## config.mk

```make
export PLATFORM = sky130hd
export DESIGN_NAME = iq_polar_converter
export DESIGN_NICKNAME = d
export VERILOG_FILES = /design/src/rtl/iq_polar_pkg.sv /design/src/rtl/iq_polar_converter_step.sv /design/src/rtl/iq_polar_converter.sv
export SDC_FILE = /design/constraint.sdc
export NUM_CORES = 1
export LEC_CHECK = 0
export ABC_CLOCK_PERIOD_IN_PS = 7500
export CAP_MARGIN = 25
export CORE_MARGIN = 2
export CORE_UTILIZATION = 45
export DETAILED_ROUTE_END_ITERATION = 16
export HOLD_SLACK_MARGIN = 0.12
export PLACE_DENSITY_LB_ADDON = 0.3
export REMOVE_ABC_BUFFERS = 1
export SETUP_SLACK_MARGIN = 0.2
export SLEW_MARGIN = 5
export SYNTH_ARGS = -nofsm -noshare
export SYNTH_HDL_FRONTEND = slang
export SYNTH_SLANG_ARGS = --single-unit
export TNS_END_PERCENT = 20
```

## constraint.sdc

```tcl
create_clock -name CLK -period 7.5 [get_ports CLK]
set_clock_uncertainty 0.2 [all_clocks]
set_input_delay 1.5 -clock CLK [delete_from_list [all_inputs] [get_ports CLK]]
set_output_delay 1.5 -clock CLK [all_outputs]
set_load 0.02 [all_outputs]
```

## src/rtl/iq_polar_pkg.sv

```systemverilog
// Shared types, widths and constants for the I/Q to polar CORDIC converter.
package iq_polar_pkg;

    localparam int IN_W  = 14;
    localparam int XY_W  = 18;
    localparam int PH_W  = 16;
    localparam int MAG_W = 15;

    // x/y carry two fraction bits below the input LSB so per-step shift truncation
    // does not pile up in the magnitude; the final scale shifts them back out.
    localparam int GUARD = 2;

    localparam logic [15:0] K_INV_Q15 = 16'd19898;

    typedef enum logic [1:0] {IDLE, ROTATE, SCALE} state_t;

    // atan(2^-i) in units of pi/32768, rounded
    localparam logic [PH_W-1:0] ATAN [16] = '{
        16'd8192, 16'd4836, 16'd2555, 16'd1297,
        16'd651,  16'd326,  16'd163,  16'd81,
        16'd41,   16'd20,   16'd10,   16'd5,
        16'd3,    16'd1,    16'd1,    16'd0
    };

    typedef struct packed {
        logic signed [XY_W-1:0] x;
        logic signed [XY_W-1:0] y;
        logic        [PH_W-1:0] z;
    } cordic_vec_t;

endpackage

```

## src/rtl/iq_polar_converter_step.sv

```systemverilog
// One vectoring-mode CORDIC micro-rotation; drives y toward zero, accumulates angle in z.
module cordic_vector_step
    import iq_polar_pkg::*;
(
    input  cordic_vec_t cur,
    input  logic [3:0]  shift,
    output cordic_vec_t nxt
);

    logic signed [XY_W-1:0] cx, cy, xs, ys;

    assign cx = cur.x;
    assign cy = cur.y;
    assign xs = cx >>> shift;
    assign ys = cy >>> shift;

    always_comb begin
        nxt = cur;
        if (!cy[XY_W-1]) begin
            nxt.x = cx + ys;
            nxt.y = cy - xs;
            nxt.z = cur.z + ATAN[shift];
        end else begin
            nxt.x = cx - ys;
            nxt.y = cy + xs;
            nxt.z = cur.z - ATAN[shift];
        end
    end

endmodule

```

## src/rtl/iq_polar_converter.sv

```systemverilog
// Iterative I/Q to magnitude/phase converter: one CORDIC step per cycle, then a gain-scale cycle.
module iq_polar_converter
    import iq_polar_pkg::*;
#(
    parameter int ITER = 14
) (
    input  logic                    CLK,
    input  logic                    reset,
    input  logic                    in_valid,
    output logic                    in_ready,
    input  logic signed [IN_W-1:0]  I,
    input  logic signed [IN_W-1:0]  Q,
    output logic                    out_valid,
    output logic [MAG_W-1:0]        mag,
    output logic [PH_W-1:0]         phase,
    output logic                    busy,
    output logic [7:0]              drop_count
);

    state_t      state, state_nxt;
    logic [3:0]  step;
    cordic_vec_t vec, vec_rot, pre;
    logic        zero_in;

    logic signed [XY_W-1:0]   i_ext, q_ext, x_cur;
    logic signed [XY_W+16:0]  prod, prod_sh;
    logic [MAG_W-1:0]         mag_sat;

    cordic_vector_step u_step (
        .cur   (vec),
        .shift (step),
        .nxt   (vec_rot)
    );

    always_comb begin
        state_nxt = state;
        in_ready  = 1'b0;
        busy      = 1'b1;
        case (state)
            IDLE: begin
                in_ready = 1'b1;
                busy     = 1'b0;
                if (in_valid) state_nxt = ROTATE;
            end
            ROTATE: if (step == 4'(ITER-1)) state_nxt = SCALE;
            SCALE:  state_nxt = IDLE;
            default: state_nxt = IDLE;
        endcase
    end

    // Fold the left half-plane onto the right so the iterations always converge.
    assign i_ext = {{(XY_W-IN_W-GUARD){I[IN_W-1]}}, I, {GUARD{1'b0}}};
    assign q_ext = {{(XY_W-IN_W-GUARD){Q[IN_W-1]}}, Q, {GUARD{1'b0}}};

    always_comb begin
        pre = '0;
        if (I[IN_W-1]) begin
            pre.x = -i_ext;
            pre.y = -q_ext;
            pre.z = 16'h8000;
        end else begin
            pre.x = i_ext;
            pre.y = q_ext;
        end
    end

    assign x_cur   = vec.x;
    assign prod    = x_cur * $signed({1'b0, K_INV_Q15});
    assign prod_sh = prod >>> (15 + GUARD);

    always_comb begin
        mag_sat = prod_sh[MAG_W-1:0];
        if (prod_sh[XY_W+16])
            mag_sat = '0;
        else if (|prod_sh[XY_W+15:MAG_W])
            mag_sat = '1;
    end

    always_ff @(posedge CLK or posedge reset) begin
        if (reset) begin
            state      <= IDLE;
            step       <= '0;
            vec        <= '0;
            zero_in    <= 1'b0;
            out_valid  <= 1'b0;
            mag        <= '0;
            phase      <= '0;
            drop_count <= '0;
        end else begin
            state     <= state_nxt;
            out_valid <= 1'b0;
            if (in_valid && !in_ready && drop_count != 8'hFF)
                drop_count <= drop_count + 8'd1;
            case (state)
                IDLE: if (in_valid) begin
                    vec     <= pre;
                    step    <= '0;
                    zero_in <= (I == '0) && (Q == '0);
                end
                ROTATE: begin
                    vec  <= vec_rot;
                    step <= step + 4'd1;
                end
                SCALE: begin
                    mag       <= mag_sat;
                    // A zero vector has no angle; the accumulated table sum is meaningless.
                    phase     <= zero_in ? '0 : vec.z;
                    out_valid <= 1'b1;
                end
                default: ;
            endcase
        end
    end

endmodule
```

Word-level counts from Yosys, hierarchy flattened. Memory sizes are Yosys's and may differ from the RTL's. Cells that the tools add are included.

Bits in registers: 99. ROM bits: 256. Input port bits: 31. Output and inout bits: 42. Logic and storage cells: 62. Memories kept: 1.

Add/sub/neg operators: 10. $mul: 1. $lt $le $gt $ge: 1. Equal/unequal tests: 6. Shift operators: 2. Multiplexer cells: 18. Bitwise gates (word level): 1. Reduce and logical (&&, ||, !) cells: 12.

Memories: (name not given) (depth 16, bits a word 16, rd ports 1, clocked after Yosys merged registers in 0, write ports 0, line iq_polar_converter_step.sv:26) `nxt.z = cur.z - ATAN[shift];`.

Operators by type and width (count): $mux 52 (2); $pmux 52 s2 (1); $mux 16 (4); $add 18x18->18 (2); $mux 36 (1); $neg 16->18 (2); $sshr 18x4->18 (2); $sub 18x18->18 (2); $mul 18x15->33 const B (1); $mux 15 (2); $logic_not 14->1 (2); $add 16x16->16 (1); $sub 16x16->16 (1); $add 8x1->8 const B (1); $ne 8x8->1 const B (1); $pmux 4 s2 (1); $reduce_and 2->1 (3); $ge 5x5->1 const B (1); $not 4->5 (1); $add 4x1->4 const B (1); $eq 4x4->1 const B (1); $mux 2 (2); $mux 4 (1); $ne 2x2->1 const B (2); other kinds (9) (13).

Depth between registers and ports, before layout.
Word-level depth: 7. Mapped depth: 26. Gate-level depth less buffers: 23.

Cells and area by module. A second synthesis with hierarchy kept.

Cells, all modules: 1752. Area total of the unflattened synthesis: 15175.8 µm².

By module, submodules not included: iq_polar_converter (times used 1, cells each 1065, area each 9992.1 µm², sequential area each 2477.4 µm²); cordic_vector_step (times used 1, cells each 687, area each 5183.7 µm², sequential area each 0.0 µm²).

Worst setup path before layout. No wires, ideal clock.

Path kind: flip-flop to flip-flop. Start point: register vec, in the netlist x_cur[7]. End point: register mag[0]. Setup time: 0.083 ns. Data arrival time: 5.934 ns. Data required time: 7.217 ns. Path slack: 1.283 ns. Stages on the path, launching flop included: 23. Buffers on the path: 1. Clock period less this slack: 6.217 ns. Cells stage by stage: dfrtp_1 > ha_1 > inv_1 > fa_1 > fa_1 > inv_1 > fa_1 > fa_1 > inv_1 > fa_1 > inv_1 > ha_1 > a211o_1 > and2_0 > a22oi_1 > a21oi_1 > o311ai_1 > a21o_1 > a21oi_1 > a22oi_1 > clkbuf_1 > nor2_1 > o21ai_0.

Longest elaborated chain between the ends: 4.

Ends and longest elaborated chain: start: declaration (line iq_polar_converter.sv:22) `cordic_vec_t vec, vec_rot, pre;`; start signal: assignment (line iq_polar_converter.sv:96) `vec <= pre;`; start signal: assignment (line iq_polar_converter.sv:101) `vec <= vec_rot;`; $mul 18x15->33 (*) (line iq_polar_converter.sv:68) `assign prod = x_cur * $signed({1'b0, K_INV_Q15});`; $reduce_or 3->1 (line iq_polar_converter.sv:75) `else if (|prod_sh[XY_W+15:MAG_W])`; $mux 15 (line iq_polar_converter.sv:75); $mux 15 (*) (line iq_polar_converter.sv:73) `if (prod_sh[XY_W+16])`; end signal: assignment (line iq_polar_converter.sv:105) `mag <= mag_sat;`; end: declaration (line iq_polar_converter.sv:14) `output logic [MAG_W-1:0] mag,`.

Mark *: on every way between the ends. The rest lies on a longest branch, timed or not. A chain may end at the register's enable or synchronous reset.

Worst setup path in the final report.
Start point: register vec, in the netlist x_cur[8]. End point: register mag[12].

The elaborated chain is that of the path after synthesis.

==> flow_metrics.tcl <==
set metrics [dict create \
    gp_congestion 0.929 \
    synth_cell_types 76 \
    layout-drive-gt1-share_pct 5.35 \
    min-delay-start "phase[11]" \
    reg2reg_to "mag[12]" \
    worstSkewPairLatency_ns 0.37 \
    rsz0062_at_grt "false" \
    crit_chain "ha_1 -> inv_1 -> fa_1 -> fa_1 -> inv_1 -> fa_1 -> fa_1 -> inv_1 -> fa_1 -> inv_1 -> ha_1 -> a211o_1 -> and2_0 -> a22oi_1 -> a21oi_1 -> o311ai_1 -> a21o_1 -> a21oi_1 -> a22oi_1 -> buf_4 -> nor2_1 -> a211oi_1" \
    synth-xor-area-share_pct 6.91 \
    synth.cell_area_um2 15000 \
    crit_type "flop to flop" \
    postRouteAntennaNets 0 \
    start_util_pct 45.9 \
    drt_iter0_drc 895 \
    cp_max_fo 13 \
    setup_violations 0 \
    first_pass_iters 5 \
    fin_nets 2056 \
    worst-slew-pin-transition_ns 0.938 \
    synth_top_family_by_area "adder cells" \
    finalCritPeriodShare_pct 91.0 \
    antenna_found_initial 1 \
    layout_common_cells "inv_1, ha_1, nand2_1, fa_1, nor2_1" \
    area_delta_synth_final_pct 10.1 \
    cts_tree "yes" \
    synth-simple-area-share_pct 13.9 \
    outcome "complete, no violations" \
    cp-start-kind "flop" \
    routed_via_density 5.60 \
    die_area_um2 34700 \
    io-pin-count 73 \
    grt_pass1_wl_um 62500 \
    async_flop_share_pct 100 \
    synth_edf_count 0 \
    dp_hpwl_um 29400 \
    crit_buf_inv 5 \
    yosysSeqAreaShare_pct 16.6 \
    grt_start_max_net_pins 62 \
    cpPeakStageDelay_ns 0.61 \
    via_count 12200 \
    reg2reg_from "x_cur[8]" \
    synthMuxAreaShare_pct 9.44 \
    min_to "phase[11]" \
    grt_usage_pct 22.0 \
    synth-compound-area-share_pct 14.0 \
    hold_path_class "flop to flop" \
    synthAdderAreaFrac_pct 30.4 \
    num_rows 66 \
    cp.depth 22 \
    ctsLongestPathBuffers 2 \
    ctsResizeCount 0 \
    grt_overflow 0 \
    avgSynthCellArea_um2 8.82 \
    period_minus_slack_ns 6.83 \
    cts_buffers 9 \
    path_clk_slew_ns 0.08 \
    tns_ns 0 \
    slew_headroom_pct 37.2 \
    cp-end-kind "flop" \
    htreeDepth 3 \
    fmax_mhz 147 \
    ys_ff_latch 99 \
    rrSetupSlack_ns 0.67 \
    final_common_cell "inv_1" \
    critPathRequiredTime_ns 7.58 \
    design.core.area_um2 32600 \
    slowest_stage "o311ai_1" \
    die_width_um 186 \
    cts-root-buf "clkbuf_16" \
    drc 0 \
    dieHeight_um 186 \
    maxCapViolations 0 \
    synthFlopType "dfrtp_1" \
    port_buffers 72 \
    drt-total-wl_um 37500 \
    hold_violations 0 \
    critPathMostFrequentCell "fa_1" \
    postSynthCellCount 1695 \
    yosysWarnings 0 \
    crit_arrival_ns 6.91 \
    grt_pass1_vias 12100 \
    crit_family "adder cells" \
    postCtsHoldBufs 0 \
    worstHoldPathCells 2 \
    drv_slew 0 \
    numClockSinks 99 \
    worst_slack_ns 0.674 \
    dpl_worst_slack_ns 0.695 \
    routedWlPerCell_um 17.2 \
    post_cts_buffers 0 \
    r2r_cells 22 \
]
-- state kept, by name (all words and copies together), names as in the netlist --
name / count
drop_count: 8
mag: 15
out_valid: 1
phase: 16
state: 2
step: 4
vec: 34
x_cur: 18
zero_in: 1
-- how the worst max path moves through the flow --
stage	startpoint	end	slack, ns
5_1_grt	x_cur[9]	mag[8]	0.24
3_5_place_dp	x_cur[8]	mag[12]	0.70
6_report	x_cur[8]	mag[12]	0.67
3_3_place_gp	x_cur[7]	mag[12]	0.84
2_1_floorplan	x_cur[7]	mag[12]	1.06
4_1_cts	x_cur[11]	mag[8]	0.69
-- worst min-delay path: stages, from the launching register on --
cell	delay, ns
dfrtp_1	0.34
nand2_1	0.05
nand2_1	0.04
-- cell type report --
type | count | area (µm²)
sequential | 99 | 2480
multi-input combinational | 1261 | 11200
clock buffer | 10 | 229
clock inverter | 6 | 105
tap | 442 | 553
timing repair buffer | 92 | 903
antenna | 1 | 2.50
fill | 3027 | 16100
inverter | 271 | 1020
-- kinds of logic (layout without fill, tap and decap cells) --
logic type | after synthesis | count (layout)
flops | 99 | 99
fa+ha+maj | 291 | 291
mux | 84 | 84
buf+inv | 335 | 379
xor+xnor | 118 | 118
simple gates | 438 | 438
compound gates | 330 | 330
other cells | 0 | 1
-- through the flow --
stage	cell area [µm²]	util (%)	hold slack [ns]	std cells
floorplan	14700	-	0.269	1631
global placement	16100	49.3	0.248	2163
detailed placement	16100	49.4	0.255	2164
CTS	16400	50.4	0.273	2180
global route	16500	50.5	0.304	2181
finish	16500	50.5	0.265	2182
-- routing by layer --
| layer | wire (µm) | up-vias | share of wire [%] | global-route usage (%) |
|---|---|---|---|---|
| met3 | 1950 | 38 | 5.2 | 3.08 |
| met1 | 17500 | 5978 | 47 | 31.3 |
| li1 | - | 5870 | - | - |
| met5 | 0 | - | 0 | 0 |
| met2 | 17600 | 334 | 47 | 35.4 |
| met4 | 527 | 0 | 1.4 | 5.75 |
-- cell usage after synthesis, types with 17 or more instances --
| cell | instances | area share (%) |
|---|---|---|
| ha_1 | 171 | 14 |
| inv_1 | 268 | 6.7 |
| nand2_1 | 152 | 3.8 |
| a21oi_1 | 70 | 2.3 |
| o211ai_1 | 18 | 0.90 |
| nand2b_1 | 17 | 0.71 |
| clkbuf_1 | 41 | 1.0 |
| mux4_2 | 30 | 4.5 |
| fa_1 | 120 | 16 |
| dfrtp_1 | 99 | 17 |
| nor2_1 | 102 | 2.6 |
| o21ai_0 | 92 | 3.1 |
| xnor2_1 | 67 | 3.9 |
| mux2i_1 | 29 | 1.9 |
| nor3_1 | 27 | 0.90 |
| a31oi_1 | 17 | 0.71 |
| nand3_1 | 35 | 1.2 |
| xor2_1 | 51 | 3.0 |
Power is left out: the tool's default activity adds up to more than one toggle a clock period on the data nets, which glitch-free logic cannot reach.
